### config.mk
export PLATFORM = sky130hd
export DESIGN_NAME = br_resolve_unit_flat
export DESIGN_NICKNAME = d
export VERILOG_FILES = /design/src/rtl/br_pkg.sv /design/src/rtl/br_resolve_unit_if.sv /design/src/rtl/br_cond.sv /design/src/rtl/br_resolve_unit.sv /design/src/flat_wrapper.sv
export SDC_FILE = /design/constraint.sdc
export NUM_CORES = 1
export LEC_CHECK = 0
export ABC_CLOCK_PERIOD_IN_PS = 7650
export CORE_AREA = 5 5 172 174
export DETAILED_ROUTE_END_ITERATION = 6
export DIE_AREA = 0 0 177 179
export PLACE_DENSITY = 0.72
export SLEW_MARGIN = 40
export SYNTH_ARGS = -nofsm -noshare
export SYNTH_HDL_FRONTEND = slang
export SYNTH_SLANG_ARGS = --single-unit
### constraint.sdc
create_clock -name clk -period 7.65 [get_ports clk]
set_input_delay 1.9125 -clock clk [delete_from_list [all_inputs] [get_ports clk]]
set_output_delay 1.9125 -clock clk [all_outputs]
set_load 0.05 [all_outputs]
### src/rtl/br_pkg.sv
// Shared constants and immediate decoders for the branch/jump resolution unit.
// The immediate extractors return 32-bit sign-extended values.
package br_pkg;

  localparam logic [6:0] OP_BRANCH = 7'b1100011;
  localparam logic [6:0] OP_JAL    = 7'b1101111;
  localparam logic [6:0] OP_JALR   = 7'b1100111;

  localparam logic [2:0] F3_BEQ  = 3'b000;
  localparam logic [2:0] F3_BNE  = 3'b001;
  localparam logic [2:0] F3_BLT  = 3'b100;
  localparam logic [2:0] F3_BGE  = 3'b101;
  localparam logic [2:0] F3_BLTU = 3'b110;
  localparam logic [2:0] F3_BGEU = 3'b111;

  function automatic logic signed [31:0] imm_i(input logic [31:0] inst);
    return {{20{inst[31]}}, inst[31:20]};
  endfunction

  function automatic logic signed [31:0] imm_b(input logic [31:0] inst);
    return {{19{inst[31]}}, inst[31], inst[7], inst[30:25], inst[11:8], 1'b0};
  endfunction

  function automatic logic signed [31:0] imm_j(input logic [31:0] inst);
    return {{11{inst[31]}}, inst[31], inst[19:12], inst[20], inst[30:21], 1'b0};
  endfunction

endpackage

### src/rtl/br_resolve_unit_if.sv
// Operand/result bus of the branch resolution unit, including its counter controls.
// slave is the unit's view; master is the upstream/downstream side driving it.
interface br_resolve_unit_if #(
  parameter int N     = 32,
  parameter int CNT_W = 16
);
  logic             in_valid;
  logic             in_ready;
  logic [31:0]      inst;
  logic [N-1:0]     pc;
  logic [N-1:0]     A;
  logic [N-1:0]     B;
  logic             pred_taken;
  logic [N-1:0]     pred_target;
  logic             out_valid;
  logic             out_ready;
  logic             br_taken;
  logic [N-1:0]     br_target;
  logic [N-1:0]     link;
  logic             mispredict;
  logic             flush;
  logic             illegal;
  logic             misalign;
  logic             cnt_clr;
  logic [CNT_W-1:0] br_cnt;
  logic [CNT_W-1:0] mp_cnt;

  modport slave (
    input  in_valid, inst, pc, A, B, pred_taken, pred_target, out_ready, cnt_clr,
    output in_ready, out_valid, br_taken, br_target, link, mispredict, flush,
           illegal, misalign, br_cnt, mp_cnt
  );

  modport master (
    output in_valid, inst, pc, A, B, pred_taken, pred_target, out_ready, cnt_clr,
    input  in_ready, out_valid, br_taken, br_target, link, mispredict, flush,
           illegal, misalign, br_cnt, mp_cnt
  );
endinterface

### src/rtl/br_cond.sv
// Combinational branch condition evaluator: funct3 selects the comparison of A and B.
// funct3 010/011 are not branch encodings and report illegal with cond forced low.
module br_cond
  import br_pkg::*;
#(
  parameter int N = 32
) (
  input  logic [2:0]   funct3_i,
  input  logic [N-1:0] a_i,
  input  logic [N-1:0] b_i,
  output logic         cond_o,
  output logic         illegal_o
);

  logic signed [N-1:0] a_s;
  logic signed [N-1:0] b_s;

  assign a_s = a_i;
  assign b_s = b_i;

  always_comb begin
    cond_o    = 1'b0;
    illegal_o = 1'b0;
    case (funct3_i)
      F3_BEQ:  cond_o = (a_i == b_i);
      F3_BNE:  cond_o = (a_i != b_i);
      F3_BLT:  cond_o = (a_s <  b_s);
      F3_BGE:  cond_o = (a_s >= b_s);
      F3_BLTU: cond_o = (a_i <  b_i);
      F3_BGEU: cond_o = (a_i >= b_i);
      default: illegal_o = 1'b1;
    endcase
  end

endmodule

### src/rtl/br_resolve_unit.sv
// Branch/jump resolution stage: resolves outcome, target and link, checks the fetch
// prediction, registers the result behind valid/ready and keeps saturating counters.
module br_resolve_unit
  import br_pkg::*;
#(
  parameter int N     = 32,
  parameter int CNT_W = 16
) (
  input  logic              clk,
  input  logic              rst,
  br_resolve_unit_if.slave  bus
);

  logic [6:0]          opcode;
  logic                is_br, is_jal, is_jalr, is_ctl;
  logic                cond, cond_ill;
  logic signed [N-1:0] imm_i_s, imm_b_s, imm_j_s;
  logic [N-1:0]        pc4, jalr_sum, tgt_raw;
  logic                accept;

  logic                taken_d, mp_d, ill_d, mis_d;
  logic [N-1:0]        target_d;
  logic                vld_q, taken_q, mp_q, ill_q, mis_q;
  logic [N-1:0]        target_q, link_q;
  logic [CNT_W-1:0]    br_cnt_d, br_cnt_q, mp_cnt_d, mp_cnt_q;

  br_cond #(.N(N)) u_cond (
    .funct3_i  (bus.inst[14:12]),
    .a_i       (bus.A),
    .b_i       (bus.B),
    .cond_o    (cond),
    .illegal_o (cond_ill)
  );

  assign opcode  = bus.inst[6:0];
  assign is_br   = (opcode == OP_BRANCH);
  assign is_jal  = (opcode == OP_JAL);
  assign is_jalr = (opcode == OP_JALR);
  assign is_ctl  = (is_br & ~cond_ill) | is_jal | is_jalr;

  assign imm_i_s  = N'(imm_i(bus.inst));
  assign imm_b_s  = N'(imm_b(bus.inst));
  assign imm_j_s  = N'(imm_j(bus.inst));
  assign pc4      = bus.pc + N'(4);
  assign jalr_sum = bus.A + imm_i_s;

  always_comb begin
    tgt_raw = pc4;
    if (is_br)        tgt_raw = bus.pc + imm_b_s;
    else if (is_jal)  tgt_raw = bus.pc + imm_j_s;
    else if (is_jalr) tgt_raw = {jalr_sum[N-1:1], 1'b0};
  end

  // Non-control opcodes fall through as not-taken with every flag clear.
  always_comb begin
    ill_d    = is_br & cond_ill;
    taken_d  = is_br ? (cond & ~cond_ill) : (is_jal | is_jalr);
    target_d = taken_d ? tgt_raw : pc4;
    mis_d    = taken_d & target_d[1];
    mp_d     = is_ctl & ((taken_d != bus.pred_taken) |
                         (taken_d & bus.pred_taken & (bus.pred_target != target_d)));
  end

  assign bus.in_ready = ~vld_q | bus.out_ready;
  assign accept       = bus.in_valid & bus.in_ready;

  // Result register: loads on accept, holds under back-pressure, drains on out_ready.
  always_ff @(posedge clk) begin
    if (rst) begin
      vld_q    <= 1'b0;
      taken_q  <= 1'b0;
      mp_q     <= 1'b0;
      ill_q    <= 1'b0;
      mis_q    <= 1'b0;
      target_q <= '0;
      link_q   <= '0;
    end else if (accept) begin
      vld_q    <= 1'b1;
      taken_q  <= taken_d;
      mp_q     <= mp_d;
      ill_q    <= ill_d;
      mis_q    <= mis_d;
      target_q <= target_d;
      link_q   <= pc4;
    end else if (bus.out_ready) begin
      vld_q    <= 1'b0;
    end
  end

  // Clear has priority over an increment in the same cycle.
  always_comb begin
    br_cnt_d = br_cnt_q;
    mp_cnt_d = mp_cnt_q;
    if (bus.cnt_clr) begin
      br_cnt_d = '0;
      mp_cnt_d = '0;
    end else if (accept) begin
      if (is_ctl && br_cnt_q != '1) br_cnt_d = br_cnt_q + CNT_W'(1);
      if (mp_d   && mp_cnt_q != '1) mp_cnt_d = mp_cnt_q + CNT_W'(1);
    end
  end

  always_ff @(posedge clk) begin
    if (rst) begin
      br_cnt_q <= '0;
      mp_cnt_q <= '0;
    end else begin
      br_cnt_q <= br_cnt_d;
      mp_cnt_q <= mp_cnt_d;
    end
  end

  assign bus.out_valid  = vld_q;
  assign bus.br_taken   = taken_q;
  assign bus.br_target  = target_q;
  assign bus.link       = link_q;
  assign bus.mispredict = mp_q;
  assign bus.illegal    = ill_q;
  assign bus.misalign   = mis_q;
  assign bus.flush      = vld_q & bus.out_ready & mp_q;
  assign bus.br_cnt     = br_cnt_q;
  assign bus.mp_cnt     = mp_cnt_q;

endmodule

### src/flat_wrapper.sv
// flat-port wrapper written by rule: the top's interface ports become plain ports
module br_resolve_unit_flat import br_pkg::*;
#(
  parameter int N     = 32,
  parameter int CNT_W = 16
)
  (clk, rst, bus_in_valid, bus_inst, bus_pc, bus_A, bus_B, bus_pred_taken, bus_pred_target, bus_out_ready, bus_cnt_clr, bus_in_ready, bus_out_valid, bus_br_taken, bus_br_target, bus_link, bus_mispredict, bus_flush, bus_illegal, bus_misalign, bus_br_cnt, bus_mp_cnt);
  br_resolve_unit_if #(.N(N), .CNT_W(CNT_W)) bus_i ();
  input  logic clk;
  input  logic rst;
  input wire logic [$bits(bus_i.in_valid)-1:0] bus_in_valid;
  input wire logic [$bits(bus_i.inst)-1:0] bus_inst;
  input wire logic [$bits(bus_i.pc)-1:0] bus_pc;
  input wire logic [$bits(bus_i.A)-1:0] bus_A;
  input wire logic [$bits(bus_i.B)-1:0] bus_B;
  input wire logic [$bits(bus_i.pred_taken)-1:0] bus_pred_taken;
  input wire logic [$bits(bus_i.pred_target)-1:0] bus_pred_target;
  input wire logic [$bits(bus_i.out_ready)-1:0] bus_out_ready;
  input wire logic [$bits(bus_i.cnt_clr)-1:0] bus_cnt_clr;
  output wire logic [$bits(bus_i.in_ready)-1:0] bus_in_ready;
  output wire logic [$bits(bus_i.out_valid)-1:0] bus_out_valid;
  output wire logic [$bits(bus_i.br_taken)-1:0] bus_br_taken;
  output wire logic [$bits(bus_i.br_target)-1:0] bus_br_target;
  output wire logic [$bits(bus_i.link)-1:0] bus_link;
  output wire logic [$bits(bus_i.mispredict)-1:0] bus_mispredict;
  output wire logic [$bits(bus_i.flush)-1:0] bus_flush;
  output wire logic [$bits(bus_i.illegal)-1:0] bus_illegal;
  output wire logic [$bits(bus_i.misalign)-1:0] bus_misalign;
  output wire logic [$bits(bus_i.br_cnt)-1:0] bus_br_cnt;
  output wire logic [$bits(bus_i.mp_cnt)-1:0] bus_mp_cnt;
  assign bus_i.in_valid = bus_in_valid;
  assign bus_i.inst = bus_inst;
  assign bus_i.pc = bus_pc;
  assign bus_i.A = bus_A;
  assign bus_i.B = bus_B;
  assign bus_i.pred_taken = bus_pred_taken;
  assign bus_i.pred_target = bus_pred_target;
  assign bus_i.out_ready = bus_out_ready;
  assign bus_i.cnt_clr = bus_cnt_clr;
  assign bus_in_ready = bus_i.in_ready;
  assign bus_out_valid = bus_i.out_valid;
  assign bus_br_taken = bus_i.br_taken;
  assign bus_br_target = bus_i.br_target;
  assign bus_link = bus_i.link;
  assign bus_mispredict = bus_i.mispredict;
  assign bus_flush = bus_i.flush;
  assign bus_illegal = bus_i.illegal;
  assign bus_misalign = bus_i.misalign;
  assign bus_br_cnt = bus_i.br_cnt;
  assign bus_mp_cnt = bus_i.mp_cnt;
  br_resolve_unit #(.N(N), .CNT_W(CNT_W)) u_core (.clk(clk), .rst(rst), .bus(bus_i));
endmodule
==> out/metrics.cfg <==
[outcome]
status=finished clean

[setup_path]
cp_max_fo=41
cp.required_ns=7.85
endpoint_kind=flip-flop
worstPathCellList=clkdlybuf4s50_1, inv_1, ha_1, a21oi_1, nand2_1, a221o_1, o31ai_4, a211oi_4, o41ai_4, buf_4, nor2_1, a22oi_1, xor2_1, or4_1, nor4_2, a31o_2, buf_12, or4_1, a21oi_1
slowest_stage=or4_1
critPathLaunchType=input pin
crit_type=in2reg
crit_arrival_ns=6.95
worst_path_largest_cell_delay_ns=0.58

[routing]
drt_iter0_markers=1464
first_pass_iters=6
drtAntennaViolNets=0
totalWireLength_um=55500
viasPerCell=6.31
via_count=15209
drt-wirelength-per-cell_um=23.0
drc=0

[timing]
finClkSkew_ns=0.00598
fin_setup_tns_ns=0
holdWs_ns=0.454
timing.final.ws_setup_ns=0.896
max_slew_margin_pct=43.7
setup_viol=0
slew_viol_final=0
period_share_pct=88.3
worst_pin_slew_ns=0.839
rsz0062_at_grt=false
hold_viol_final=0
period_minus_slack_ns=6.75
clock.fmax_ghz=0.148

[cts]
path_clk_slew_ns=0.07
htreeDepth=3
cts-root-buf=clkbuf_16
postCtsHoldBufs=0
cts_tree=done
cts_sinks=101
cts_setup_buffers=0
clockBufferDepth=2
cts_resized=0
clk_latency_ns=0.34
cts_made_buffers=9

[floorplanning]
boundaryPins=269
initial_core_util_pct=45.7
core_area_um2=27600
die_w_um=177
fp-row-count=61
die_area_um2=31700
die_h_um=179

[cells_and_area]
layout_commonest_cell=clkdlybuf4s50_1
diodes=0
nNetsFinal=2305
final_area_um2=16200
area_delta_synth_final_pct=28.2
layout_common_cells=267 x clkdlybuf4s50_1, 189 x nand2_1, 169 x nor2_1
final_cells=2410
drive_above_1_share_pct=5.51
final_util_pct=58.6

[logic_synthesis]
yosysUniqueCellTypes=92
synthFlopType=dfxtp_1
synth_mux_area_share_pct=2.22
ys_async_sr_fraction_pct=0
ys_seq_area_share_pct=16.0
synth_xor_xnor_area_share_pct=7.91
ys_ff_latch=101
syn-num-nets=2056
synth_edf_count=0
synthCells=1778
yosys_warnings=0
syn-cell-area_um2=12600
synthAdderAreaFrac_pct=11.3
syn_area_per_cell_um2=7.10
synth_compound_area_share_pct=30.8
synth_top_family_by_area=compound AO/OA/AOI/OAI gates
synthSimpleGateAreaFrac_pct=27.0

[pwr]
p_leak_nw=6.30
power_mw=2.02
power_density_nw_per_um2=125
peakVddDrop_uv=96.9

[place]
hpwl_um=46200
dp_slack_ns=0.606
dpl-instance-area_um2=15900
dp_cells=2394
gp_congestion=1.01
numPortBuffers=268

[grt]
grt_first_pass_wirelength_um=83600
grt_start_max_net_pins=90
overflow=0
grt_pass1_vias=14405
antenna_found_initial=0
grt_util_all_layers_pct=33.7

[hold_path]
worstHoldPathType=reg2reg

[run]
maxCapViolCount=0

-- synthesized netlist by cell type (all sizes together) (5+ instances only) --
cell / count / area (µm²)
and2: 31 / 194
o21ai: 102 / 514
a221oi: 17 / 149
xor2: 53 / 464
o21a: 20 / 150
a22oi: 13 / 97.6
nor2: 169 / 634
nand3b: 6 / 45.0
and3: 30 / 188
nor4: 16 / 134
a211oi: 55 / 430
dfxtp: 101 / 2020
or4: 13 / 97.6
and4: 10 / 90.1
nand4: 38 / 244
buf: 14 / 83.8
xnor2: 61 / 534
a21oi: 165 / 830
or3: 27 / 169
nand3: 74 / 370
a2111oi: 9 / 78.8
nand2b: 7 / 43.8
clkbuf: 77 / 289
nor2b: 11 / 68.8
ha: 109 / 1360
a221o: 5 / 50.1
o22ai: 11 / 68.8
mux2i: 28 / 280
or2: 8 / 50.1
o21bai: 8 / 60.1
a21boi: 7 / 52.6
a2bb2oi: 6 / 52.6
a311oi: 8 / 70.1
o31ai: 19 / 156
inv: 58 / 218
o221ai: 5 / 43.8
a31oi: 17 / 113
o211ai: 24 / 180
a211o: 6 / 52.6
a21o: 35 / 263
nand2: 189 / 709
nor3: 51 / 255
-- cell type report --
cell class,instances,area [µm²]
Sequential cell,101,2020
Clock inverter,5,41.3
Fill cell,2662,11400
Multi-Input combinational cell,1527,10000
Clock buffer,11,243
Timing Repair Buffer,329,3160
Tap cell,378,473
Inverter,59,221
-- registers in the layout, summed over array words and instances (netlist names) --
| signal | cells |
|---|---|
| u_core.bus.br_taken | 1 |
| u_core.bus.mp_cnt | 16 |
| u_core.bus.misalign | 1 |
| u_core.bus.out_valid | 1 |
| u_core.bus.link | 32 |
| u_core.bus.illegal | 1 |
| u_core.bus.br_target | 32 |
| u_core.bus.mispredict | 1 |
| u_core.bus.br_cnt | 16 |
-- metal layers --
metal  vias to the layer above  GRT usage [%]  routed length (µm)
met5                         -              0                   0
met4                         0           13.4                2410
met3                       129           4.91                5030
met2                       825           56.2               25300
met1                      7106           43.9               22700
li1                       7149              -                   -
-- critical path: cells and delay by family --
| kind | cells | cell delay [ns] |
|---|---|---|
| AOI/OAI and AO/OA | 8 | 2.23 |
| and+or+nand+nor | 5 | 1.19 |
| adders and majority gates | 1 | 0.32 |
| buffers and inverters | 4 | 1.13 |
| xor gates and xnor gates | 1 | 0.12 |
-- cell families (layout without fill, tap and decap cells) --
kind of cell,count (synthesis),count (layout)
adders and majority gates,112,112
AOI/OAI and AO/OA,580,580
xor gates and xnor gates,114,114
DFF,101,101
muxes,28,28
buffers and inverters,150,404
and+or+nand+nor,693,693
-- final timing paths --
check                                                end                startpoint  cells after the start  slack [ns]
worst min-delay path            u_core.bus.br_target[26]  u_core.bus.br_target[26]                      2        0.45
worst max-delay path               u_core.bus.mp_cnt[10]                 bus_B[14]                     19        0.90
worst min register to register  u_core.bus.br_target[26]  u_core.bus.br_target[26]                      2        0.45
worst max register to register     u_core.bus.mp_cnt[10]      u_core.bus.mp_cnt[3]                      9        4.77
-- where the power goes --
part	switching, mW	internal [mW]
clock network	0.202	0.234
logic	0.628	0.394
registers	0.0158	0.550
Power figures use the tool's default switching activity.
